==> src/rtl/fifo_pkg.sv <==
// Shared definitions for the async FIFO: default geometry, Gray/binary
// conversion and bit counting. Functions operate on a 32-bit word so any
// pointer width up to 32 bits can use them; callers size-cast the result
// back to their own PTR_W = ADDR_WIDTH + 1.
package fifo_pkg;

    localparam int ADDR_WIDTH_DEF  = 4;
    localparam int SYNC_STAGES_DEF = 2;
    localparam int DEPTH           = 2 ** ADDR_WIDTH_DEF;
    localparam int PTR_W_MAX       = 32;

    typedef logic [PTR_W_MAX-1:0] ptr_word_t;

    // Binary to reflected Gray code; zero upper bits stay zero.
    function automatic ptr_word_t bin2gray(input ptr_word_t bin);
        return bin ^ (bin >> 1);
    endfunction

    // Gray to binary: each binary bit is the XOR of all Gray bits above and at it.
    function automatic ptr_word_t gray2bin(input ptr_word_t gray);
        ptr_word_t bin;
        bin[PTR_W_MAX-1] = gray[PTR_W_MAX-1];
        for (int i = PTR_W_MAX - 2; i >= 0; i--) begin
            bin[i] = bin[i+1] ^ gray[i];
        end
        return bin;
    endfunction

    // Number of set bits, used to detect multi-bit pointer changes.
    function automatic int unsigned popcount(input ptr_word_t v);
        int unsigned n;
        n = 0;
        for (int i = 0; i < PTR_W_MAX; i++) begin
            n = n + {31'd0, v[i]};
        end
        return n;
    endfunction

endpackage

==> src/rtl/sync_nstage.sv <==
// Generic multi-flop synchroniser: a plain chain of asynchronously reset
// registers with no logic between stages. Used for the read pointer entering
// the write domain and equally usable for the write pointer entering the read domain.
module sync_nstage #(
    parameter int WIDTH  = 5,
    parameter int STAGES = 2
) (
    input  logic             clk_i,
    input  logic             rst_ni,
    input  logic [WIDTH-1:0] d_i,
    output logic [WIDTH-1:0] q_o
);

    logic [WIDTH-1:0] stage_q [STAGES];

    // Shift the asynchronous input through the flop chain one stage per clock.
    always_ff @(posedge clk_i or negedge rst_ni) begin
        if (!rst_ni) begin
            for (int i = 0; i < STAGES; i++) begin
                stage_q[i] <= '0;
            end
        end else begin
            stage_q[0] <= d_i;
            for (int i = 1; i < STAGES; i++) begin
                stage_q[i] <= stage_q[i-1];
            end
        end
    end

    assign q_o = stage_q[STAGES-1];

endmodule

==> src/rtl/sync_r2w_full.sv <==
// Write-domain side of the async FIFO: brings the read pointer across into
// wclk, owns the write pointer, and derives full, almost-full, fill level,
// overflow and a sticky flag for read pointers that break Gray coding.
module sync_r2w_full
    import fifo_pkg::*;
#(
    parameter int ADDR_WIDTH  = ADDR_WIDTH_DEF,
    parameter int SYNC_STAGES = SYNC_STAGES_DEF
) (
    input  logic                  wclk,
    input  logic                  wrst_n,
    input  logic [ADDR_WIDTH:0]   rptr,
    input  logic                  winc,
    input  logic [ADDR_WIDTH:0]   afull_thresh,
    input  logic                  err_clr,
    output logic [ADDR_WIDTH:0]   wptr,
    output logic [ADDR_WIDTH-1:0] waddr,
    output logic                  wfull,
    output logic                  walmost_full,
    output logic [ADDR_WIDTH:0]   wlevel,
    output logic                  wover,
    output logic                  gray_err
);

    localparam int PTR_W = ADDR_WIDTH + 1;
    localparam int AW    = ADDR_WIDTH;

    logic [PTR_W-1:0] wq_rptr;
    logic [PTR_W-1:0] rbin_s;
    logic [PTR_W-1:0] prev_q;
    logic [PTR_W-1:0] wbin_q, wbin_d;
    logic [PTR_W-1:0] wptr_q, wgray_d;
    logic [PTR_W-1:0] wlevel_q, level_d;
    logic             wfull_q, wfull_d;
    logic             walmost_q, walmost_d;
    logic             wover_q, wover_d;
    logic             gray_err_q, gray_err_d;
    logic             err_set;

    sync_nstage #(
        .WIDTH  (PTR_W),
        .STAGES (SYNC_STAGES)
    ) u_rptr_sync (
        .clk_i  (wclk),
        .rst_ni (wrst_n),
        .d_i    (rptr),
        .q_o    (wq_rptr)
    );

    // Next write pointer, level and flags; a synced read and a write in the
    // same cycle both land in the one level subtraction, so they cancel.
    always_comb begin
        rbin_s     = PTR_W'(gray2bin(ptr_word_t'(wq_rptr)));
        wbin_d     = wbin_q + PTR_W'(winc & ~wfull_q);
        wgray_d    = PTR_W'(bin2gray(ptr_word_t'(wbin_d)));
        level_d    = wbin_d - rbin_s;
        wfull_d    = (wgray_d == {~wq_rptr[AW:AW-1], wq_rptr[AW-2:0]});
        walmost_d  = (level_d >= afull_thresh);
        wover_d    = winc & wfull_q;
        err_set    = (popcount(ptr_word_t'(wq_rptr ^ prev_q)) > 1);
        gray_err_d = err_set | (gray_err_q & ~err_clr);
    end

    // Register pointer, flags and the previous synced pointer; reset drops everything at once.
    always_ff @(posedge wclk or negedge wrst_n) begin
        if (!wrst_n) begin
            wbin_q     <= '0;
            wptr_q     <= '0;
            prev_q     <= '0;
            wlevel_q   <= '0;
            wfull_q    <= 1'b0;
            walmost_q  <= 1'b0;
            wover_q    <= 1'b0;
            gray_err_q <= 1'b0;
        end else begin
            wbin_q     <= wbin_d;
            wptr_q     <= wgray_d;
            prev_q     <= wq_rptr;
            wlevel_q   <= level_d;
            wfull_q    <= wfull_d;
            walmost_q  <= walmost_d;
            wover_q    <= wover_d;
            gray_err_q <= gray_err_d;
        end
    end

    assign wptr         = wptr_q;
    assign waddr        = wbin_q[AW-1:0];
    assign wfull        = wfull_q;
    assign walmost_full = walmost_q;
    assign wlevel       = wlevel_q;
    assign wover        = wover_q;
    assign gray_err     = gray_err_q;

endmodule

==> config.mk <==
export PLATFORM = sky130hd
export DESIGN_NAME = sync_r2w_full
export DESIGN_NICKNAME = d
export VERILOG_FILES = /design/src/rtl/fifo_pkg.sv /design/src/rtl/sync_nstage.sv /design/src/rtl/sync_r2w_full.sv
export SDC_FILE = /design/constraint.sdc
export NUM_CORES = 1
export LEC_CHECK = 0
export CAP_MARGIN = 30
export CORE_MARGIN = 2
export CORE_UTILIZATION = 50
export DETAILED_ROUTE_END_ITERATION = 10
export GPL_ROUTABILITY_DRIVEN = 0
export PLACE_DENSITY = 0.86
export SETUP_SLACK_MARGIN = 0.05
export SLEW_MARGIN = 20
export SYNTH_ARGS = -nofsm -noshare
export SYNTH_HDL_FRONTEND = slang
export SYNTH_SLANG_ARGS = --single-unit
==> constraint.sdc <==
create_clock -name wclk -period 3.8 [get_ports wclk]
set_clock_uncertainty 0.2 [all_clocks]
set_input_delay 0.76 -clock wclk [delete_from_list [all_inputs] [get_ports wclk]]
set_output_delay 0.76 -clock wclk [all_outputs]
set_load 0.01 [all_outputs]
# After elaboration in Yosys (flattened, before gate mapping)
# Index checks and enable logic that the tools add are counted.
# totals
latch_bits	0
output_inout_bits	18
reg_bits	34
ram_bits	0
inputBits	14
mem_bits_ro	0
memories	0
wordCells	59
# op_classes
n_div	0
magnitude_cmp	2
eq_ne	1
shift	0
n_addsub	33
reduce_logical	0
n_bitwise	13
mul	0
mux	0
# ops
cell	count
31-bit by 1-bit adder with 32-bit output, second input constant	1
32-bit by 1-bit > comparator with 1-bit output, second input constant	1
30-bit by 1-bit adder with 31-bit output, second input constant	1
29-bit by 1-bit adder with 30-bit output, second input constant	1
28-bit by 1-bit adder with 29-bit output, second input constant	1
27-bit by 1-bit adder with 28-bit output, second input constant	1
26-bit by 1-bit adder with 27-bit output, second input constant	1
25-bit by 1-bit adder with 26-bit output, second input constant	1
24-bit by 1-bit adder with 25-bit output, second input constant	1
23-bit by 1-bit adder with 24-bit output, second input constant	1
22-bit by 1-bit adder with 23-bit output, second input constant	1
21-bit by 1-bit adder with 22-bit output, second input constant	1
20-bit by 1-bit adder with 21-bit output, second input constant	1
19-bit by 1-bit adder with 20-bit output, second input constant	1
18-bit by 1-bit adder with 19-bit output, second input constant	1
17-bit by 1-bit adder with 18-bit output, second input constant	1
16-bit by 1-bit adder with 17-bit output, second input constant	1
15-bit by 1-bit adder with 16-bit output, second input constant	1
14-bit by 1-bit adder with 15-bit output, second input constant	1
13-bit by 1-bit adder with 14-bit output, second input constant	1
12-bit by 1-bit adder with 13-bit output, second input constant	1
11-bit by 1-bit adder with 12-bit output, second input constant	1
10-bit by 1-bit adder with 11-bit output, second input constant	1
9-bit by 1-bit adder with 10-bit output, second input constant	1
21 further kinds	25

# Depth between registers and ports, before layout
# depth
depth_word	34
depth_mapped	12
ltp_nobuf	12

# By module
# A second synthesis with hierarchy kept.
# hier_totals
cells_unflattened	115
hier_area_um2	1547.7
# modules_own_cells
module	instances	cells_per_inst	area_each_um2	seq_area_each_um2
sync_r2w_full	1	100	1260.0	575.6
sync_nstage	1	15	287.8	250.2

# Worst setup path before layout
# No wires, ideal clock.
# synth_timing
path_type	input to register
startpoint	in winc
endpoint	reg walmost_q (netlist: walmost_full)
setup_slack_ns	0.482
path_buffers	0
t_arrival_ns	3.000
stages	11
required_time_ns	3.482
setup_time_ns	0.118
cell_sequence	nor2b_1 > ha_1 > ha_1 > inv_1 > fa_1 > inv_1 > ha_1 > a21o_1 > a21o_1 > a21o_1 > a21o_1
# synth_between
elab_chain_len	4
# synth_lines
item	line	rtl
start: declaration	sync_r2w_full.sv:13	input logic winc,
1-bit by 5-bit AND with 5-bit output	sync_r2w_full.sv:54	wbin_d = wbin_q + PTR_W'(winc & ~wfull_q);
5-bit adder	sync_r2w_full.sv:54	
net wbin_d[1]	sync_r2w_full.sv:31	logic [PTR_W-1:0] wbin_q, wbin_d;
5-bit subtractor	sync_r2w_full.sv:56	level_d = wbin_d - rbin_s;
net level_d[1]	sync_r2w_full.sv:33	logic [PTR_W-1:0] wlevel_q, level_d;
5-bit >= comparator	sync_r2w_full.sv:58	walmost_d = (level_d >= afull_thresh);
net walmost_d	sync_r2w_full.sv:35	logic walmost_q, walmost_d;
end signal: assignment	sync_r2w_full.sv:81	walmost_q <= walmost_d;
end: declaration	sync_r2w_full.sv:35	
# The timed path passes the listed nets, and every way through them passes these cells.

# Final worst setup path
# Same ends and word-level chain as after synthesis.

==> flow_summary.toml <==
[worst_setup_path]
r2r-start = "u_rptr_sync.q_o[4]"
r2r_slack_ns = 0.57
path_max_fanout = 5
cp.required_ns = 3.84
cp.arrival_ns = 3.45
r2r_end = "walmost_full"
end_kind = "register"
r2r.worst_path.cells = 12
start_kind = "input pin"
worstSetupPathType = "in -> reg"

[global_route]
antenna_found_initial = 0
grt_max_degree = 34
grt_pass1_wl_mm = 4.20
gr-total-overflow = 0
grt_pass1_vias = 989
grtUsageTotal_pct = 17.0

[cells_and_area]
layout_commonest_cell = "dfrtp_1"
post-route-util_pct = 69.7
final_cell_mix = "dfrtp_1 (33), clkdlybuf4s50_1 (31), ha_1 (12), inv_1 (11), xor2_1 (10)"
drive_above_1_share_pct = 11.8
n_antenna_cell = 0
final_nets = 180
syn_to_final_growth_pct = 30.4
final.fill_count = 207
fin_cells = 184

[synthesis]
synth_warnings = 0
ys_seq_area_share_pct = 55.0
syn-num-nets = 139
synth_edf_count = 0
synth_ff_type = "dfrtp_1"
netlist_top_cells_area = "dfrtp_1 (55%), ha_1 (10%), xor2_1 (5.8%)"
avgSynthCellArea_um2 = 13.5
synth_top_cell_by_area = "dfrtp_1"
synth_area_um2 = 1500
ys_async_sr_fraction_pct = 100
yosys.area.top_type_share_pct = 55.0
synth_cell_types = 22
syn_inst = 111
ys_ff_latch = 33

[worst_hold_path]
hold_depth = 0
min_to = "u_rptr_sync.q_o[4]"
hp-class = "reg -> reg"
hp-start = "u_rptr_sync.stage_q[9]"

[route]
first_iter_violations = 26
wl_per_cell_um = 13.1
num_vias = 888
wl_mm = 2.41
dr.pass1.iters = 7
detail_route.vias_per_cell = 4.83
drcViolationCount = 2
postRouteAntennaNets = 0

[clocking]
post_cts_buffers = 0
cts_buffers = 5
path_clk_slew_ns = 0.11
root_buffer = "clkbuf_4"
htree_levels = 2
clock_path_buffers = 2
cts.sinks = 33
cts-resized-gates = 0
holdBufCountCts = 0
clkLatencyLatePin_ns = 0.34
cts_tree = "built"

[power_and_ir_drop]
pwr-share-seq_pct = 30.5
powerDensity_nw_per_um2 = 881
intPower_w = 0.00110
comb_power_share_pct = 54.1
power.leakage_nw = 0.920
sw_frac_of_total_pct = 36.3
p_sw_w = 0.000625
irDropWorstVdd_uv = 510
power_w = 0.00172
clkPwrFrac_pct = 15.4

[timing]
tightest_slew_ns = 0.395
report.final.slew_viol_count = 0
setup_violations = 0
post-route-min-period_ns = 3.41
relSlewSlack_pct = 73.7
period_share_pct = 89.7
rsz0062_at_grt = "no"
final.setup.tns_ns = 0
final_hold_viol_count = 0
max_freq_ghz = 0.294
setup_ws_ns = 0.393

[run]
drv_cap = 0

[die]
rows = 19
io_pins = 32
die_x_um = 58.8
coreArea_um2 = 2810
initial_core_util_pct = 53.5
die_h_um = 58.8
fp.dieArea_um2 = 3450

[status]
status = "finished with violations"
violations = "DRC"

[place]
dp_hpwl_mm = 1.82
dp_slack_ns = 0.0133
dp_cells = 176
io_buffers = 31
-- flip-flops by register name (all words and copies together), names as in the netlist, 4 cells and up --
register,cells
u_rptr_sync.q_o,5
prev_q,5
u_rptr_sync.stage_q,5
wptr,4
wbin_q,5
wlevel,5
-- synthesized netlist by cell type (2+ instances only) --
| master | number |
|---|---|
| a21o_1 | 6 |
| a21oi_1 | 3 |
| and2_1 | 2 |
| dfrtp_1 | 33 |
| fa_1 | 2 |
| ha_1 | 12 |
| inv_1 | 11 |
| nand2_1 | 4 |
| nand2b_1 | 3 |
| nor2_1 | 2 |
| nor2b_1 | 2 |
| xnor2_1 | 9 |
| xor2_1 | 10 |
| xor2_2 | 4 |
-- logic make-up (layout without fill, tap and decap cells) --
group	count (synthesis)	after routing	synth area share (%)
AO/OA/AOI/OAI	11	11	5.75
XOR/XNOR	24	24	16.5
adder cells (fa/ha/maj)	14	14	12.7
buffers and inverters	11	53	2.75
flip-flops	33	33	55.0
AND/OR/NAND/NOR	18	18	7.26
-- critical path, cell delays in order --
cell and delay (ns):
clkdlybuf4s50_1 0.47, nor2b_1 0.16, ha_1 0.23, ha_1 0.27, buf_4 0.16, ha_1 0.29, a21o_1 0.16, a21oi_1 0.19
xnor2_1 0.18, ha_1 0.27, a21o_1 0.15, a21o_1 0.16
-- worst max path at each step --
stage	from	end
6_report	winc	walmost_full
5_1_grt	winc	walmost_full
4_1_cts	winc	walmost_full
3_5_place_dp	winc	walmost_full
3_3_place_gp	winc	walmost_full
2_1_floorplan	winc	walmost_full
-- per-stage QoR --
| step | instance area, um^2 | hold slack, ns |
|---|---|---|
| floorplan | 1500 | 0.131 |
| global placement | 1870 | 0.131 |
| detailed placement | 1870 | 0.136 |
| CTS | 1960 | 0.162 |
| global route | 1960 | 0.167 |
| finish | 1960 | 0.158 |
-- power by group through the flow --
stage	clock [W]	combinational [W]	sequential [W]
floorplan	0	0.000554	0.000571
global placement	0	0.000905	0.000528
detailed placement	0	0.000939	0.000531
CTS	0.000279	0.000946	0.000526
global route	0.000293	0.00104	0.000537
finish	0.000266	0.000932	0.000525
-- final cells by class --
| cell class | instances | area [um^2] | share of cell area (%) |
|---|---|---|---|
| timing repair buffer | 34 | 333 | 17.0 |
| multi-input combinational | 67 | 633 | 32.4 |
| sequential | 33 | 826 | 42.2 |
| clock buffer | 5 | 37.5 | 1.92 |
| tap | 31 | 38.8 | 1.98 |
| clock inverter | 3 | 46.3 | 2.37 |
| inverter | 11 | 41.3 | 2.11 |
-- routing by layer --
metal  wire length, um  track usage (%)
met2              1250             28.1
met5                 0                0
met4                24             7.79
met1               983             19.6
met3               150             6.59
(Power assumes the default switching activity.)
